==> src/rtl/uart_tx.sv <==
// uart_tx
// -------
// 8N1 UART transmitter for the board side of the debug link. It accepts a
// one-cycle start strobe with a data word, then sends a start bit, NB_DATA
// data bits LSB first and a stop bit. A one-cycle done pulse is raised when
// the stop bit has completed. The baud tick is generated locally from the
// system clock so that bit timing matches the oversampling UART receiver.
//
// Ports:
//   i_clock     system clock
//   i_reset     synchronous, active-high reset
//   i_tx_start  one-cycle request to send i_tx_data (ignored while busy)
//   i_tx_data   word to send, captured only when a request is accepted
//   o_tx        serial line, idle high, driven straight from a flop
//   o_tx_done   one-cycle pulse in the first idle cycle after the stop bit
//   o_busy      high from the cycle after accept through the end of stop bit

module uart_tx #(
  parameter int NB_DATA    = 8,
  parameter int CLK_FREQ   = 50_000_000,
  parameter int BAUD_RATE  = 19_200,
  parameter int OVERSAMPLE = 16,
  parameter int SB_TICK    = 16
) (
  input  logic               i_clock,
  input  logic               i_reset,
  input  logic               i_tx_start,
  input  logic [NB_DATA-1:0] i_tx_data,
  output logic               o_tx,
  output logic               o_tx_done,
  output logic               o_busy
);

  // Clocks per oversample tick, never allowed to fall below one.
  localparam int DIV_RAW = CLK_FREQ / (BAUD_RATE * OVERSAMPLE);
  localparam int DIV     = (DIV_RAW < 1) ? 1 : DIV_RAW;
  localparam int DIV_W   = (DIV > 1) ? $clog2(DIV) : 1;

  // The tick counter has to cover both data-bit and stop-bit lengths.
  localparam int S_MAX = (OVERSAMPLE > SB_TICK) ? OVERSAMPLE : SB_TICK;
  localparam int S_W   = (S_MAX > 1) ? $clog2(S_MAX) : 1;
  localparam int N_W   = (NB_DATA > 1) ? $clog2(NB_DATA) : 1;

  localparam logic [DIV_W-1:0] DIV_LAST = DIV_W'(DIV - 1);
  localparam logic [S_W-1:0]   OVS_LAST = S_W'(OVERSAMPLE - 1);
  localparam logic [S_W-1:0]   SB_LAST  = S_W'(SB_TICK - 1);
  localparam logic [N_W-1:0]   N_LAST   = N_W'(NB_DATA - 1);

  typedef enum logic [1:0] {
    IDLE,
    START,
    DATA,
    STOP
  } state_t;

  state_t             state;
  logic [DIV_W-1:0]   div_cnt;
  logic [S_W-1:0]     s;
  logic [N_W-1:0]     n;
  logic [NB_DATA-1:0] shreg;
  logic [NB_DATA-1:0] shreg_next;
  logic               tick;

  // The divider sits at zero while idle, so the first tick of a frame lands
  // exactly DIV clocks after the accept and every bit has a fixed length.
  assign tick       = (div_cnt == DIV_LAST);
  assign shreg_next = shreg >> 1;

  // Divider, frame FSM and all outputs live in one registered block so the
  // serial line and the handshake outputs can never glitch. The done pulse
  // is asserted in the cycle the FSM returns to IDLE, and a request seen in
  // that same cycle is deliberately refused, which gives back-to-back frames
  // their one-cycle gap.
  always_ff @(posedge i_clock) begin
    if (i_reset) begin
      state     <= IDLE;
      div_cnt   <= '0;
      s         <= '0;
      n         <= '0;
      shreg     <= '0;
      o_tx      <= 1'b1;
      o_tx_done <= 1'b0;
      o_busy    <= 1'b0;
    end else begin
      o_tx_done <= 1'b0;

      if (state == IDLE || tick) begin
        div_cnt <= '0;
      end else begin
        div_cnt <= div_cnt + 1'b1;
      end

      case (state)
        IDLE: begin
          if (i_tx_start && !o_tx_done) begin
            shreg  <= i_tx_data;
            s      <= '0;
            n      <= '0;
            state  <= START;
            o_tx   <= 1'b0;
            o_busy <= 1'b1;
          end else begin
            o_tx   <= 1'b1;
            o_busy <= 1'b0;
          end
        end

        START: begin
          if (tick) begin
            if (s == OVS_LAST) begin
              s     <= '0;
              state <= DATA;
              o_tx  <= shreg[0];
            end else begin
              s <= s + 1'b1;
            end
          end
        end

        DATA: begin
          if (tick) begin
            if (s == OVS_LAST) begin
              s     <= '0;
              shreg <= shreg_next;
              if (n == N_LAST) begin
                state <= STOP;
                o_tx  <= 1'b1;
              end else begin
                n    <= n + 1'b1;
                o_tx <= shreg_next[0];
              end
            end else begin
              s <= s + 1'b1;
            end
          end
        end

        STOP: begin
          if (tick) begin
            if (s == SB_LAST) begin
              s         <= '0;
              state     <= IDLE;
              o_tx      <= 1'b1;
              o_busy    <= 1'b0;
              o_tx_done <= 1'b1;
            end else begin
              s <= s + 1'b1;
            end
          end
        end

        default: begin
          state  <= IDLE;
          o_tx   <= 1'b1;
          o_busy <= 1'b0;
        end
      endcase
    end
  end

endmodule
==> config.mk <==
export PLATFORM = sky130hd
export DESIGN_NAME = uart_tx
export DESIGN_NICKNAME = d
export VERILOG_FILES = /design/src/rtl/uart_tx.sv
export SDC_FILE = /design/constraint.sdc
export NUM_CORES = 1
export LEC_CHECK = 0
export CORE_MARGIN = 2
export CORE_UTILIZATION = 56
export DETAILED_ROUTE_END_ITERATION = 8
export GPL_TIMING_DRIVEN = 0
export PLACE_DENSITY_LB_ADDON = 0.15
export SYNTH_ARGS = -nofsm -noshare
export SYNTH_HDL_FRONTEND = slang
export SYNTH_SLANG_ARGS = --single-unit
==> constraint.sdc <==
create_clock -name i_clock -period 1.91 [get_ports i_clock]
set_input_delay 0.4775 -clock i_clock [delete_from_list [all_inputs] [get_ports i_clock]]
set_output_delay 0.4775 -clock i_clock [all_outputs]
set_load 0.01 [all_outputs]
==> impl_metrics.toml <==
[grt]
grt_usage_pct = 17.7
grt_max_degree = 17
grt_overflow = 0
grt_antenna_before_repair = 0
grt_pass1_wl_mm = 4.49
grt_pass1_vias = 1053

[setup_path]
path_class = "primary input to register"
r2r-end = "n[0]"
crit_slowest_cell = "or4_1"
start_kind = "primary input"
r2r_cells = 7
timing.rr.start = "div_cnt[1]"
endpoint_kind = "register"
cp_max_fo = 5
cp_cell_sequence = "clkdlybuf4s50_1 -> nor2b_2 -> and2b_1 -> or4_1 -> o211a_1"
worstPathRequired_ps = 2140
cp_slowest_stage_delay_ps = 490
crit_arrival_ps = 2110
r2r_setup_slack_ps = 110

[floorplan]
die_area_mm2 = 0.00308
die_w_um = 55.5
start_util_pct = 59.3
rows = 18
die-height_um = 55.5
ios = 14
core_area_mm2 = 0.00250

[synthesis]
yosysTopAreaCellShare_pct = 37.8
ys_warn_count = 0
yosys_most_used_dff = "dfxtp_1"
netlist_top_cells_area = "dfxtp_1, ha_1, mux2i_1"
synth-seq-cells = 28
synth_cell_type_count = 42
syn_avg_cell_area_um2 = 9.95
seq_area_frac_synth_pct = 37.8
synthCells = 149
synth_top_area_cell = "dfxtp_1"
syn_area_mm2 = 0.00148
ys_async_sr_fraction_pct = 0
syn_nets = 170
synth_edf_count = 0

[finish]
layout_common_cells = "dfxtp_1, nor2_1, clkdlybuf4s50_1, nand3_1, ha_1"
multi_input_area_um2 = 856
layout_commonest_cell = "dfxtp_1"
area_growth_pct = 16.2
final_cell_area_mm2 = 0.00172
drive_gt1_share_pct = 15.7
final_nets = 188
antenna_cells = 0
n_fill_cell = 205
regArea_um2 = 563

[place]
gp_congestion = 0.846
dpl_cell_area_mm2 = 0.00164
dp_hpwl_mm = 1.95
io_buffers = 12

[drt]
wl_per_cell_um = 14.1
dr_wl_met2_mm = 1.34
drt_iter0_drc = 28
drt-met1-wl_mm = 1.34
wirelength_mm = 2.77
highest_layer = "met4"
wl_met3_um = 65
dr.pass1.iters = 4
vias = 1139
antenna_left = 0
drc = 0
vias_per_cell = 5.81

[sta]
fin_skew_ps = 9.70
tns_ps = 0
holdWs_ps = 493
drv_slew = 0
max_freq_ghz = 0.535
fin_crit_ps = 1870
setup_violations = 0
relSlewSlack_pct = 69.2
final-hold-violation-count = 0
rsz0062_at_grt = "no"
worst-slew-pin-transition_ps = 462
fin_crit_sh_pct = 97.9

[status]
outcome = "completed"

[worst_hold_path]
worstHoldStart = "o_tx"
whs_path_depth = 1
min_to = "o_tx"
holdCritPathClass = "register to register"

[pwr]
swShare_pct = 36.6
p_leak_nw = 0.655
irDropWorstVdd_mv = 0.972
power_frac_comb_pct = 48.0
intPower_mw = 1.42
power_frac_clock_pct = 17.4
p_sw_uw = 820
power_density_mw_per_mm2 = 1300
seqPwrFrac_pct = 34.6

[clock_tree]
clk_latency_ps = 330
cts_max_level = 1
cts_buffer_depth = 2
cts_tree = "yes"
numCtsBuffers = 3
clk_pin_slew_ps = 140
cts.sinks = 28
root_buffer = "clkbuf_4"

[job]
drv_cap = 0
==> logic make-up (layout without fill, tap and decap cells) <==
| logic type | after synthesis | after routing | synth area share, % |
|---|---|---|---|
| adders and majority gates | 10 | 10 | 8.44 |
| muxes | 8 | 8 | 5.49 |
| DFF | 28 | 28 | 37.8 |
| buffers and inverters | 13 | 30 | 5.40 |
| AOI/OAI and AO/OA | 31 | 31 | 16.5 |
| xor gates and xnor gates | 8 | 8 | 4.73 |
| and+or+nand+nor | 51 | 51 | 21.6 |
==> per-layer routing <==
| layer | global-route usage [%] | vias up |
|---|---|---|
| li1 | - | 581 |
| met1 | 23.3 | 544 |
| met2 | 28.2 | 10 |
| met3 | 3.28 | 4 |
| met4 | 7.32 | 0 |
| met5 | 0 | - |
==> sequential cells by signal (all words and copies together) (netlist names) <==
register   flops
div_cnt        8
shreg          8
s              4
n              3
state          2
o_busy         1
o_tx           1
o_tx_done      1
==> worst max path at each step <==
stage                from        to  depth (start not counted)
5_1_grt        div_cnt[1]      n[1]                          7
3_3_place_gp   i_tx_start  state[0]                          5
3_5_place_dp   i_tx_start  state[0]                          5
6_report       i_tx_start  state[0]                          5
4_1_cts          state[0]      s[0]                          7
2_1_floorplan    state[0]  state[0]                          6
==> cells in the mapped netlist (2+ instances only) <==
master    number
nor2b_1        3
a311oi_1       7
mux2i_1        7
nand2_1        7
a21oi_2        2
nor2_1        12
a21oi_1        7
inv_1          6
buf_2          2
o21ai_0        2
nor3_1         4
xor2_1         7
and3_2         2
or4_1          2
a22o_1         2
ha_1          10
nor4b_4        2
a31oi_1        2
clkbuf_1       2
and3_1         2
dfxtp_1       28
nand3_1       11
==> critical path, delay by kind of cell <==
family | cells | cell delay, ps
simple gates | 3 | 1020
buf+inv | 1 | 480
compound gates | 1 | 140
==> cell type report <==
class | count | area share, %
inverters | 6 | 1.31
plain buffers | 7 | 3.70
repair buffers | 13 | 7.41
clock inverters | 1 | 1.74
multi-input cells | 108 | 49.7
well taps | 30 | 2.18
flip-flops and latches | 28 | 32.7
clock buffers | 3 | 1.31
==> power by group through the flow <==
stage,Clock (mW),Combinational [mW],Sequential [mW]
2_1_floorplan,0,0.792,0.776
3_3_place_gp,0,0.982,0.779
3_5_place_dp,0,1.01,0.785
4_1_cts,0.400,1.01,0.771
5_1_grt,0.418,1.18,0.789
6_report,0.390,1.07,0.775
==> stage by stage <==
step / instances / setup slack (ps) / power (mW) / util [%]
2_1_floorplan: 149 / 237 / 1.57 / -
5_1_grt: 196 / 2.15 / 2.38 / 68.9
3_5_place_dp: 191 / -352 / 1.79 / 65.6
4_1_cts: 195 / 65.8 / 2.18 / 67.8
6_report: 196 / 39.8 / 2.24 / 68.9
3_3_place_gp: 191 / -352 / 1.76 / 65.6
==> what timing repair did <==
item | in CTS | in global routing
resized for setup | 1 | 8
pin swaps | 0 | 2
hold buffers | 0 | 0
cloned | 0 | 0
setup endpoints to repair | 1 | 10
setup buffers | 0 | 1
Note: power is estimated with default switching activity, not from simulation.
